$ cat config.mk
export PLATFORM = sky130hd
export DESIGN_NAME = cdcfifo_wr_seq
export DESIGN_NICKNAME = d
export VERILOG_FILES = /design/src/rtl/cdcfifo_wr_seq_pkg.sv /design/src/rtl/cdcfifo_wr_seq.sv
export SDC_FILE = /design/constraint.sdc
export NUM_CORES = 1
export LEC_CHECK = 0
export ABC_AREA = 0
export CORE_ASPECT_RATIO = 2
export CORE_MARGIN = 2
export CORE_UTILIZATION = 30
export DETAILED_ROUTE_END_ITERATION = 8
export SLEW_MARGIN = 20
export SYNTH_ARGS = -nofsm -noshare
export SYNTH_HDL_FRONTEND = slang
export SYNTH_SLANG_ARGS = --single-unit
$ cat constraint.sdc
create_clock -name wrclk -period 4.4 [get_ports wrclk]
set_clock_uncertainty 0.1 [all_clocks]
set_input_delay 1.1 -clock wrclk [delete_from_list [all_inputs] [get_ports wrclk]]
set_output_delay 1.1 -clock wrclk [all_outputs]
set_load 0.05 [all_outputs]
$ cat src/rtl/cdcfifo_wr_seq_pkg.sv
// Shared LVDS RX definitions for the CDC FIFO write-side sequencer.
// State encoding and default tuning constants live here.
package cdcfifo_wr_seq_pkg;

  localparam int DEF_HEADROOM  = 4;
  localparam int DEF_FLUSH_CYC = 8;
  localparam int DEF_LWM       = 2;

  typedef enum logic [2:0] {
    ST_IDLE,
    ST_FLUSH,
    ST_WAIT_SOF,
    ST_RUN,
    ST_RECOVER
  } wr_state_e;

  function automatic logic [15:0] sat_inc16(
    input logic [15:0] v
  );
    return (v == 16'hFFFF) ? v : v + 16'd1;
  endfunction

endpackage

$ cat src/rtl/cdcfifo_wr_seq.sv
// CDC FIFO write-side sequencer: flush, frame lock-on,
// overflow drop and watermark-gated recovery on wrclk.
module cdcfifo_wr_seq
  import cdcfifo_wr_seq_pkg::*;
#(
  parameter int DATA_W    = 74,
  parameter int ADDR_W    = 4,
  parameter int HEADROOM  = DEF_HEADROOM,
  parameter int FLUSH_CYC = DEF_FLUSH_CYC,
  parameter int LWM       = DEF_LWM
) (
  input  logic              wrclk,
  input  logic              wrrstn,
  input  logic              pll_lock,
  input  logic              align_done,
  input  logic              in_valid,
  input  logic [DATA_W-1:0] in_data,
  input  logic              in_sof,
  input  logic              fifo_wrfull,
  input  logic [ADDR_W-1:0] fifo_wrusedw,
  output logic              fifo_wrreq,
  output logic [DATA_W-1:0] fifo_wrdata,
  output logic              fifo_wrsrst,
  output logic [ADDR_W-1:0] fifo_k_lim,
  output logic              running,
  output logic              ovf_pulse,
  output logic [15:0]       ovf_count
);

  localparam int KLIM = (1 << ADDR_W) - HEADROOM;
  localparam int FCW  = $clog2(FLUSH_CYC + 1);
  localparam logic [FCW-1:0] FLAST =
    FCW'(FLUSH_CYC - 1);
  localparam logic [ADDR_W:0] LWM_V =
    (ADDR_W + 1)'(LWM);

  wr_state_e r_state;
  wr_state_e w_state_nxt;

  logic [FCW-1:0]    r_flush_cnt;
  logic [FCW-1:0]    w_flush_cnt_nxt;
  logic              r_lwm_seen;
  logic              w_lwm_seen_nxt;
  logic              r_wrreq;
  logic [DATA_W-1:0] r_wrdata;
  logic              r_ovf_pulse;
  logic [15:0]       r_ovf_count;

  logic w_lock;
  logic w_low;
  logic w_wr;
  logic w_drop;

  assign w_lock = pll_lock & align_done;
  assign w_low  = ({1'b0, fifo_wrusedw} <= LWM_V);

  // Next state, flush timing and write/drop decisions.
  always_comb begin
    w_state_nxt     = r_state;
    w_flush_cnt_nxt = r_flush_cnt;
    w_lwm_seen_nxt  = r_lwm_seen;
    w_wr            = 1'b0;
    w_drop          = 1'b0;
    if (r_state != ST_IDLE && !w_lock) begin
      w_state_nxt     = ST_IDLE;
      w_flush_cnt_nxt = '0;
    end else begin
      unique case (r_state)
        ST_IDLE: begin
          w_flush_cnt_nxt = '0;
          if (w_lock) w_state_nxt = ST_FLUSH;
        end
        ST_FLUSH: begin
          if (r_flush_cnt == FLAST) begin
            w_state_nxt     = ST_WAIT_SOF;
            w_flush_cnt_nxt = '0;
          end else begin
            w_flush_cnt_nxt = r_flush_cnt + 1'b1;
          end
        end
        ST_WAIT_SOF: begin
          if (in_valid && in_sof) begin
            w_wr        = 1'b1;
            w_state_nxt = ST_RUN;
          end
        end
        ST_RUN: begin
          if (in_valid) begin
            if (!fifo_wrfull) begin
              w_wr = 1'b1;
            end else begin
              w_drop         = 1'b1;
              w_state_nxt    = ST_RECOVER;
              w_lwm_seen_nxt = 1'b0;
            end
          end
        end
        ST_RECOVER: begin
          if (w_low) w_lwm_seen_nxt = 1'b1;
          if ((r_lwm_seen || w_low) &&
              in_valid && in_sof) begin
            w_wr        = 1'b1;
            w_state_nxt = ST_RUN;
          end
        end
        default: begin
          w_state_nxt     = ST_IDLE;
          w_flush_cnt_nxt = '0;
        end
      endcase
    end
  end

  // Sequencer state, flush counter and watermark latch.
  always_ff @(posedge wrclk or negedge wrrstn) begin
    if (!wrrstn) begin
      r_state     <= ST_IDLE;
      r_flush_cnt <= '0;
      r_lwm_seen  <= 1'b0;
    end else begin
      r_state     <= w_state_nxt;
      r_flush_cnt <= w_flush_cnt_nxt;
      r_lwm_seen  <= w_lwm_seen_nxt;
    end
  end

  // Registered write port; data holds between writes.
  always_ff @(posedge wrclk or negedge wrrstn) begin
    if (!wrrstn) begin
      r_wrreq  <= 1'b0;
      r_wrdata <= '0;
    end else begin
      r_wrreq <= w_wr;
      if (w_wr) r_wrdata <= in_data;
    end
  end

  // Overflow pulse and saturating drop counter.
  always_ff @(posedge wrclk or negedge wrrstn) begin
    if (!wrrstn) begin
      r_ovf_pulse <= 1'b0;
      r_ovf_count <= '0;
    end else begin
      r_ovf_pulse <= w_drop;
      if (w_drop) r_ovf_count <= sat_inc16(r_ovf_count);
    end
  end

  assign fifo_wrreq  = r_wrreq;
  assign fifo_wrdata = r_wrdata;
  assign fifo_wrsrst = (r_state == ST_FLUSH);
  assign running     = (r_state == ST_RUN);
  assign ovf_pulse   = r_ovf_pulse;
  assign ovf_count   = r_ovf_count;
  assign fifo_k_lim  = ADDR_W'(KLIM);

endmodule

==> summary.md <==
| Metric | Value |
|---|---|
| Number of synthesized flops with an enable pin | 0 |
| WL final | 11170 um |
| Main synth FF type | dfrtp_1 |
| Die width | 87.30 um |
| Layout cell share with drive strength beyond 1 | 20.99% |
| I/O pin count | 183 |
| Mean post-synth cell area | 13.78 sq um |
| Sink Count | 100 |
| Gr usage total | 15.19% |
| Mapped Cells | 302 |
| Clock Latency Late Sink | 0.34 ns |
| CTS Hold Bufs | 0 |
| Post-CTS sizing | 0 |
| Initial core utilization | 30.81% |
| Pwr/cell area | 360.2 nW/um^2 |
| Critical path cell sequence | nor3b_1 > clkdlybuf4s50_1 |
| Period utilization | 78.91% |
| Synth area leader | dfrtp_1 |
| Clock transition at the registers of the reported paths | 0.07 ns |
| Pwr Total | 2.303 mW |
| Yosys warnings | 0 |
| Initial drt markers | 83 |
| Area growth syn-to-layout | 53.56% |
| CTS tree | done |
| Most frequent cells in the layout | 177 x clkdlybuf4s50_1, 100 x dfrtp_1, 77 x mux2_2, 20 x nand2_1, 10 x xor2_1 |
| PortBufs | 178 |
| Placed insts | 625 |
| First-pass GRT wire length | 17550 um |
| Hold Vio Cnt, Final | 0 |
| Delay-heaviest family, CP | buffers and inverters |
| Count of unique library cells instantiated by Yosys | 41 |
| Core Region | 13510 sq um |
| Worst hold path type | flop to flop |
| Max incr delay on CP | 0.92 ns |
| Final Non-Filler Cells | 641 |
| Setup Buffers After CTS | 0 |
| # diodes | 0 |
| Status | completed |
| Die Span Y | 170.6 um |
| Clock share of power | 35.4% |
| Synth area leaders | dfrtp_1 60%, mux2_2 21%, xor2_1 2.1%, nand2_1 1.8%, buf_4 1.6% |
| Final Util | 47.31% |
| Logic pwr share | 20.6% |
| Final ANT Viol Nets | 0 |
| DR pass1 iterations | 4 |
| Die Area | 14890 sq um |
| Worst slew margin | 60.03% |
| Max H-tree Level | 3 |
| CTS Buffer Depth | 2 |
| Mapped Area | 4163 sq um |
| Setup crit start kind | flop |
| RSZ-0062 raised after global routing | no |
| Crit-path slowest cell | clkdlybuf4s50_1 |
| Largest net degree at the start of global routing | 48 |
| VDD IR-drop max | 191.8 uV |
| F_max | 0.2880 GHz |
| #FFs+latches synth | 100 |
| Initial antenna violation count | 0 |
| R2R Setup Slk | 1.92 ns |
| DR vias | 3121 |
| Asr flop ratio synth | 100.0% |
| Worst Path Required | 3.20 ns |
| Sw power | 0.6848 mW |
| Post-synthesis sequential area ratio | 60.11% |
| Max Transition Viols Final | 0 |
| Max-cap viol count | 0 |
| Setup violations, final | 0 |
| Setup TNS | 0 ns |
| Area share of the largest cell type after synthesis | 60.11% |
| Worst-Margin Slew | 0.5995 ns |
| DRC | 0 |
| Nets | 568 |
| Net Sw Frac | 29.74% |
| WP buf/inv | 1 |
| Crit end category | output pin |
| Inserted Clock Buffers | 9 |
| Vias in the first global route | 3326 |
| Most common cell after layout, fill and taps aside | clkdlybuf4s50_1 |
| Routed length per instance | 17.42 um |
| Setup CP Type | flop to output pin |
| Post-place instance area | 6085 sq um |
| CP arrival | 2.27 ns |
| Cell internal pwr | 1.618 mW |
| CP Max Fanout | 10 |
| Via density | 4.869 |
| Sequential share of power | 44.0% |
| Number of placement rows | 60 |
| Grt ovf | 0 |
| Post-DP HPWL | 8469 um |
| Final Cell Area | 6392 sq um |
| LEAKAGE | 2.916 nW |
| GPL Wtd Cong | 0.8198 |
| Root Driver | clkbuf_16 |
| Fin crit period | 3.472 ns |
[sequential cells by signal, summed over array words and instances (netlist names)]
name,count
fifo_wrdata,74
r_state,3
ovf_count,16
ovf_pulse,1
r_lwm_seen,1
fifo_wrreq,1
r_flush_cnt,4
[cell usage after synthesis, types with 2 or more instances]
| cell | n |
|---|---|
| dfrtp_1 | 100 |
| mux2_2 | 77 |
| nand2_1 | 20 |
| xor2_1 | 10 |
| buf_4 | 9 |
| nand3_1 | 8 |
| o21ai_0 | 7 |
| a211oi_1 | 6 |
| buf_2 | 5 |
| nand4_1 | 5 |
| nor2_1 | 5 |
| nor3_1 | 4 |
| a21oi_1 | 3 |
| and3_1 | 3 |
| clkbuf_1 | 3 |
| inv_1 | 3 |
| o211ai_1 | 3 |
| a31oi_1 | 2 |
| a32o_1 | 2 |
| and2_1 | 2 |
| and4_1 | 2 |
| conb_1 | 2 |
| ha_1 | 2 |
| nor3b_1 | 2 |
[layout make-up]
cell class	instances	area (sq um)
clock buffer	9	225.2
clock inverter	7	82.58
fill	1225	7121
inverter	3	11.26
multi-input combinational	184	1560
sequential	100	2502
tap	155	193.9
timing repair buffer	183	1817
[final timing paths]
check,startpoint,end,depth (start not counted)
setup / recovery,r_state[0],fifo_wrsrst,2
hold / removal,fifo_wrdata[10],fifo_wrdata[10],1
setup reg to reg,r_state[0],fifo_wrdata[39],5
hold reg to reg,fifo_wrdata[10],fifo_wrdata[10],1
max in group asynchronous,wrrstn,fifo_wrdata[11],2
min in group asynchronous,wrrstn,fifo_wrdata[62],1
[per-layer routing]
layer,share of wire [%],global-route usage [%]
met2,56,27.96
met1,35,16.46
met3,6.7,3.232
met5,0,0
met4,2.2,5.886
[metrics by stage]
stage	hold slack (ns)	setup slack (ns)
after floorplan	0.3885	1.386
after global placement	0.3892	0.8115
after detailed placement	0.3943	0.7492
after CTS	0.4105	0.8674
after global routing	0.4173	0.7495
final	0.4065	0.9278
[power by group through the flow]
| stage | Combinational [mW] | Clock [mW] | Sequential [mW] |
|---|---|---|---|
| floorplan | 0.115 | 0 | 1.17 |
| finish | 0.474 | 0.816 | 1.01 |
| detailed placement | 0.481 | 0 | 1.03 |
| global placement | 0.477 | 0 | 1.03 |
| CTS | 0.482 | 0.851 | 1.01 |
| global route | 0.503 | 0.889 | 1.02 |
[cell families (layout without fill, tap and decap cells)]
logic type / after synthesis / in the layout / share of synthesized area [%]
adders and majority gates: 2 / 2 / 0.6010
buffers and inverters: 20 / 202 / 2.765
xor gates and xnor gates: 11 / 11 / 2.314
and+or+nand+nor: 57 / 57 / 7.364
DFF: 100 / 100 / 60.11
other: 2 / 4 / 0.1804
muxes: 77 / 77 / 20.83
AOI/OAI and AO/OA: 33 / 33 / 5.831
Power figures use the tool's default switching activity.
